**config.mk**
```make
export PLATFORM = sky130hd
export DESIGN_NAME = spi_slave_if
export DESIGN_NICKNAME = d
export VERILOG_FILES = /design/src/rtl/spi_slave_if.sv
export SDC_FILE = /design/constraint.sdc
export NUM_CORES = 1
export LEC_CHECK = 0
export CORE_AREA = 2 2 62 64
export DETAILED_ROUTE_END_ITERATION = 16
export DIE_AREA = 0 0 64 66
export GPL_TIMING_DRIVEN = 0
export PLACE_DENSITY = 0.77
export SLEW_MARGIN = 20
export SYNTH_ARGS = -nofsm -noshare
export SYNTH_HDL_FRONTEND = slang
export SYNTH_SLANG_ARGS = --single-unit
export TNS_END_PERCENT = 50
```
**constraint.sdc**
```tcl
create_clock -name clk_i -period 2.3 [get_ports clk_i]
set_clock_uncertainty 0.2 [all_clocks]
set_input_delay 0.69 -clock clk_i [delete_from_list [all_inputs] [get_ports clk_i]]
set_output_delay 0.69 -clock clk_i [all_outputs]
set_load 0.005 [all_outputs]
```
**src/rtl/spi_slave_if.sv**
```systemverilog
// SPI responder: synchronises SCK/SSEL/MOSI to clk_i, presents received words on valid/ready
// and shifts out words from a one-deep holding register. Define SPI_SLAVE_LSB_FIRST_EN for LSB-first.
module spi_slave_if #(
    parameter int                DATA_W  = 8,
    parameter int                CPOL    = 0,
    parameter int                CPHA    = 0,
    parameter logic [DATA_W-1:0] TX_IDLE = '0
) (
    input  logic              clk_i,
    input  logic              reset_i,
    input  logic              spi_sck_i,
    input  logic              spi_ssel_i,
    input  logic              spi_mosi_i,
    output logic              spi_miso_o,
    input  logic [DATA_W-1:0] tx_data_i,
    input  logic              tx_valid_i,
    output logic              tx_ready_o,
    output logic [DATA_W-1:0] rx_data_o,
    output logic              rx_valid_o,
    input  logic              rx_ready_i,
    output logic              rx_overrun_o,
    output logic              tx_underrun_o,
    output logic              busy_o
);
    localparam int               CNT_W    = $clog2(DATA_W);
    localparam logic [CNT_W-1:0] LAST_BIT = CNT_W'(DATA_W - 1);

    typedef enum logic [1:0] {IDLE, ACTIVE, RESYNC} state_t;
    state_t state, state_nx;

    logic [2:0]        sck_sync, ssel_sync;
    logic [1:0]        mosi_sync;
    logic              sck_rise, sck_fall, lead_stb, trail_stb, sample_stb, shift_stb;
    logic              ssel_fall, ssel_rise;
    logic              frame_start, in_frame, do_sample, do_load, do_shift, word_done;
    logic [CNT_W-1:0]  bit_cnt;
    logic [DATA_W-1:0] tx_shift, tx_shifted, rx_word, hold_data;
    logic [DATA_W-2:0] rx_shift, rx_shift_nx;
    logic              hold_full;

    // NOTE: the synchronisers are deliberately not reset so they keep tracking the pins
    // during reset; the FSM needs the true SSEL level when reset releases.
    always_ff @(posedge clk_i) begin
        sck_sync  <= {sck_sync[1:0], spi_sck_i};
        ssel_sync <= {ssel_sync[1:0], spi_ssel_i};
        mosi_sync <= {mosi_sync[0], spi_mosi_i};
    end

    assign sck_rise   = sck_sync[1] & ~sck_sync[2];
    assign sck_fall   = ~sck_sync[1] & sck_sync[2];
    assign ssel_rise  = ssel_sync[1] & ~ssel_sync[2];
    assign ssel_fall  = ~ssel_sync[1] & ssel_sync[2];
    assign lead_stb   = (CPOL == 0) ? sck_rise : sck_fall;
    assign trail_stb  = (CPOL == 0) ? sck_fall : sck_rise;
    assign sample_stb = (CPHA == 0) ? lead_stb : trail_stb;
    assign shift_stb  = (CPHA == 0) ? trail_stb : lead_stb;

    // NOTE: state_nx gets a default before the case so no path leaves it unassigned (no latch).
    always_comb begin
        state_nx = state;
        case (state)
            IDLE:    if (ssel_fall)    state_nx = ACTIVE;
            ACTIVE:  if (ssel_rise)    state_nx = IDLE;
            RESYNC:  if (ssel_sync[1]) state_nx = IDLE;
            default:                   state_nx = IDLE;
        endcase
    end

    // A reset that lands mid-frame must not resume on a stray SCK edge: wait for SSEL high.
    always_ff @(posedge clk_i) begin
        if (reset_i) state <= ssel_sync[1] ? IDLE : RESYNC;
        else         state <= state_nx;
    end

    assign frame_start = (state == IDLE) && ssel_fall;
    assign in_frame    = (state == ACTIVE) && !ssel_rise;
    assign do_sample   = in_frame && sample_stb;
    assign word_done   = do_sample && (bit_cnt == LAST_BIT);
    assign do_load     = (frame_start && (CPHA == 0)) || (in_frame && shift_stb && (bit_cnt == '0));
    assign do_shift    = in_frame && shift_stb && (bit_cnt != '0);

`ifdef SPI_SLAVE_LSB_FIRST_EN
    assign rx_word     = {mosi_sync[1], rx_shift};
    assign rx_shift_nx = rx_word[DATA_W-1:1];
    assign tx_shifted  = {1'b0, tx_shift[DATA_W-1:1]};
    assign spi_miso_o  = (state == ACTIVE) && tx_shift[0];
`else
    assign rx_word     = {rx_shift, mosi_sync[1]};
    assign rx_shift_nx = rx_word[DATA_W-2:0];
    assign tx_shifted  = {tx_shift[DATA_W-2:0], 1'b0};
    assign spi_miso_o  = (state == ACTIVE) && tx_shift[DATA_W-1];
`endif

    always_ff @(posedge clk_i) begin
        if (reset_i) begin
            bit_cnt       <= '0;
            tx_shift      <= '0;
            rx_shift      <= '0;
            hold_data     <= '0;
            hold_full     <= 1'b0;
            rx_data_o     <= '0;
            rx_valid_o    <= 1'b0;
            rx_overrun_o  <= 1'b0;
            tx_underrun_o <= 1'b0;
        end else begin
            if (!in_frame)
                bit_cnt <= '0;
            else if (do_sample)
                bit_cnt <= (bit_cnt == LAST_BIT) ? '0 : bit_cnt + CNT_W'(1);

            if (do_sample) rx_shift <= rx_shift_nx;

            if (do_load)       tx_shift <= hold_full ? hold_data : TX_IDLE;
            else if (do_shift) tx_shift <= tx_shifted;
            tx_underrun_o <= do_load && !hold_full;

            // A write coinciding with an underrun load is kept for the following load.
            if (do_load && hold_full) begin
                hold_full <= 1'b0;
            end else if (tx_valid_i && !hold_full) begin
                hold_full <= 1'b1;
                hold_data <= tx_data_i;
            end

            rx_overrun_o <= word_done && rx_valid_o && !rx_ready_i;
            if (word_done) begin
                rx_data_o  <= rx_word;
                rx_valid_o <= 1'b1;
            end else if (rx_ready_i) begin
                rx_valid_o <= 1'b0;
            end
        end
    end

    assign tx_ready_o = !hold_full;
    assign busy_o     = (state == ACTIVE);
endmodule

```
==> flow_summary.json <==
{
  "drt_iter0_drc": 32,
  "gp_congestion": 0.764,
  "global_route.usage.met1_pct": 20.6,
  "hp-class": "reg -> reg",
  "grt_pass1_wl_mm": 6.15,
  "vias_per_cell": 5.22,
  "crit_slowest_cell": "clkdlybuf4s50_1",
  "cts-root-buf": "clkbuf_4",
  "placed_cells": 253,
  "busiest_layer": "met2",
  "synth_compound_area_share_pct": 11.6,
  "synth_xor_area_share_pct": 0,
  "crit_chain": "inv_1 -> clkdlybuf4s50_1",
  "max_cap_viol_count": 0,
  "use_met2_pct": 35.2,
  "hold_slack_ns": 0.143,
  "clock_latency_ns": 0.35,
  "vias": 1372,
  "htree_levels": 2,
  "yosysWarnings": 0,
  "drive_above_1_share_pct": 11.2,
  "cts_buffer_depth": 2,
  "drt_pass1_iterations": 4,
  "critPathTopFamily": "buffers and inverters",
  "status": "complete, no violations",
  "drt-wirelength-per-cell_um": 13.7,
  "overflow": 0,
  "slowest_delay_ns": 0.50,
  "hold_buffers": 0,
  "power_density_nw_per_um2": 691,
  "critPathKind": "reg -> out",
  "avgSynthCellArea_um2": 10.2,
  "slew-limit-headroom_pct": 66.3,
  "grt_use_met3_pct": 4.43,
  "ir_drop_mv": 0.466,
  "port_buffers": 28,
  "area_growth_pct": 24.2,
  "diodes": 0,
  "ys_seq_elements": 48,
  "track_usage_pct": 18.9,
  "clk_pin_slew_worst_paths_ns": 0.13,
  "period_share_pct": 96.3,
  "antenna_found_initial": 0,
  "cp.required_ns": 1.41,
  "die_area_um2": 4220,
  "rrSetupSlack_ns": 0.27,
  "fmax_ghz": 0.452,
  "ant_nets": 0,
  "die_h_um": 66,
  "die_x_um": 64,
  "crit_path_start_kind": "flip-flop",
  "core_um2": 3550,
  "wl_mm": 3.62,
  "synth-edff-count": 2,
  "path_buf_inv": 2,
  "cts-buffers-inserted": 5,
  "grt_max_degree": 16,
  "p_leak_nw": 0.957,
  "final_cells": 263,
  "nets": 232,
  "period_minus_slack_ns": 2.21,
  "cp-end-kind": "output pin",
  "clock_sinks": 48,
  "synth_cell_types": 35,
  "muxShareOfSynthArea_pct": 9.41,
  "power.total_w": 0.00155,
  "syn_inst": 177,
  "cp_max_fo": 8,
  "ys_seq_area_share_pct": 54.3,
  "finalHoldViolCount": 0,
  "cp.arrival_ns": 1.32,
  "slew_violations": 0,
  "synth_top_family_by_area": "simple AND/OR/NAND/NOR gates",
  "rows": 22,
  "tightest_slew_ns": 0.503,
  "ys.flop_type": "dfxtp_1",
  "cts_tree": "built",
  "postSynth.asyncResetShare_pct": 0,
  "synth_simple_gate_area_share_pct": 19.2,
  "num_io_pins": 29,
  "finalSetupViolCount": 0,
  "initial_core_util_pct": 50.9,
  "fin_tns_setup_ns": 0,
  "syn-num-nets": 195,
  "first_global_vias": 1449,
  "dp_hpwl_mm": 2.73,
  "drc_errors": 0,
  "fin_util_pct": 63.2,
  "synth_area_um2": 1810,
  "rsz0062_at_grt": "no",
  "yosys.area_share.adder_pct": 2.08
}
worst register-to-register path, stage by stage (launching register included):
cell and delay (ns):
edfxtp_1 0.41, buf_4 0.16, nor4b_4 0.51, nor2_2 0.17, a221oi_1 0.37, nor3_1 0.08
cell usage after synthesis (2+ instances only):
cell type | instances | area, um^2
nand2b_1 | 2 | 12.5
a21oi_1 | 9 | 45.0
ha_1 | 3 | 37.5
nor3_1 | 10 | 50.1
buf_4 | 2 | 15.0
inv_1 | 4 | 15.0
mux2i_1 | 17 | 170
a221oi_1 | 6 | 52.6
nand2_1 | 20 | 75.1
nor2b_1 | 5 | 31.3
dfxtp_1 | 46 | 921
clkbuf_1 | 5 | 18.8
nor2_1 | 25 | 93.8
edfxtp_1 | 2 | 60.1
final timing paths:
path,start,end,cells past startpoint
hold / removal,mosi_sync[0]$_DFF_P_,mosi_sync[1]$_DFF_P_,0
setup / recovery,hold_full$_SDFFE_PP0P_,tx_ready_o,2
setup reg to reg,state[1]$_SDFFCE_PN0P_,tx_shift[7]$_SDFFE_PP0P_,5
hold reg to reg,mosi_sync[0]$_DFF_P_,mosi_sync[1]$_DFF_P_,0
per-stage QoR:
stage	worst slack (ns)	instance area [um^2]
3_5_place_dp	-0.0314	2150
3_3_place_gp	-0.00799	2150
4_1_cts	-0.0349	2250
2_1_floorplan	0.480	1810
6_report	0.0859	2250
5_1_grt	0.0187	2250
state kept, by name, indices dropped and copies added (netlist names):
signal	count
rx_data_o	8
rx_shift	7
hold_data	8
sck_sync	3
rx_valid_o	1
hold_full	1
mosi_sync	2
tx_underrun_o	1
state	2
bit_cnt	3
rx_overrun_o	1
ssel_sync	3
tx_shift	8
cell usage in the layout, fill, tap and decap left out, types with 2 or more instances in the layout:
| cell | synthesis | final |
|---|---|---|
| nand2b_1 | 2 | 2 |
| inv_1 | 4 | 4 |
| clkdlybuf4s50_1 | 0 | 26 |
| ha_1 | 3 | 3 |
| nand2_1 | 20 | 20 |
| edfxtp_1 | 2 | 2 |
| clkbuf_1 | 5 | 4 |
| buf_4 | 2 | 4 |
| nor2b_1 | 5 | 5 |
| nor2_1 | 25 | 25 |
| nor3_1 | 10 | 10 |
| a21oi_1 | 9 | 9 |
| clkbuf_4 | 0 | 5 |
| buf_6 | 1 | 2 |
| a221oi_1 | 6 | 6 |
| dfxtp_1 | 46 | 45 |
| mux2i_1 | 17 | 17 |
per-layer routing:
layer	wire [um]	share of wire (%)	vias up
met2	1900	53	33
met5	0	0	-
met4	70	1.9	0
met3	125	3.5	10
li1	-	-	685
met1	1520	42	644
cell type report:
cell class                 instances  area, um^2
buffer                             8        48.8
clock inverter                     3        42.5
multi-input combinational        116         763
inverter                           4        15.0
fill                             297        1310
clock buffer                       5        37.5
sequential                        48         982
tap                               48        60.1
timing repair buffer              31         297
kinds of logic after synthesis:
logic type                 Yosys count
and+or+nand+nor                     71
DFF                                 48
AOI/OAI and AO/OA                   25
muxes                               17
buffers and inverters               13
adders and majority gates            3
power breakdown:
group	switching [W]	internal (W)
Clock	0.000256	0.000227
Sequential	0.0000224	0.000874
Combinational	0.0000873	0.0000856
Total	0.000366	0.00119
repair_timing:
| action | in CTS | in global routing |
|---|---|---|
| buffers inserted | 3 | 0 |
| setup endpoints to repair | 3 | 2 |
| gates resized for setup | 5 | 2 |
| pin swaps | 0 | 0 |
Note: power is estimated with default switching activity, not from simulation.
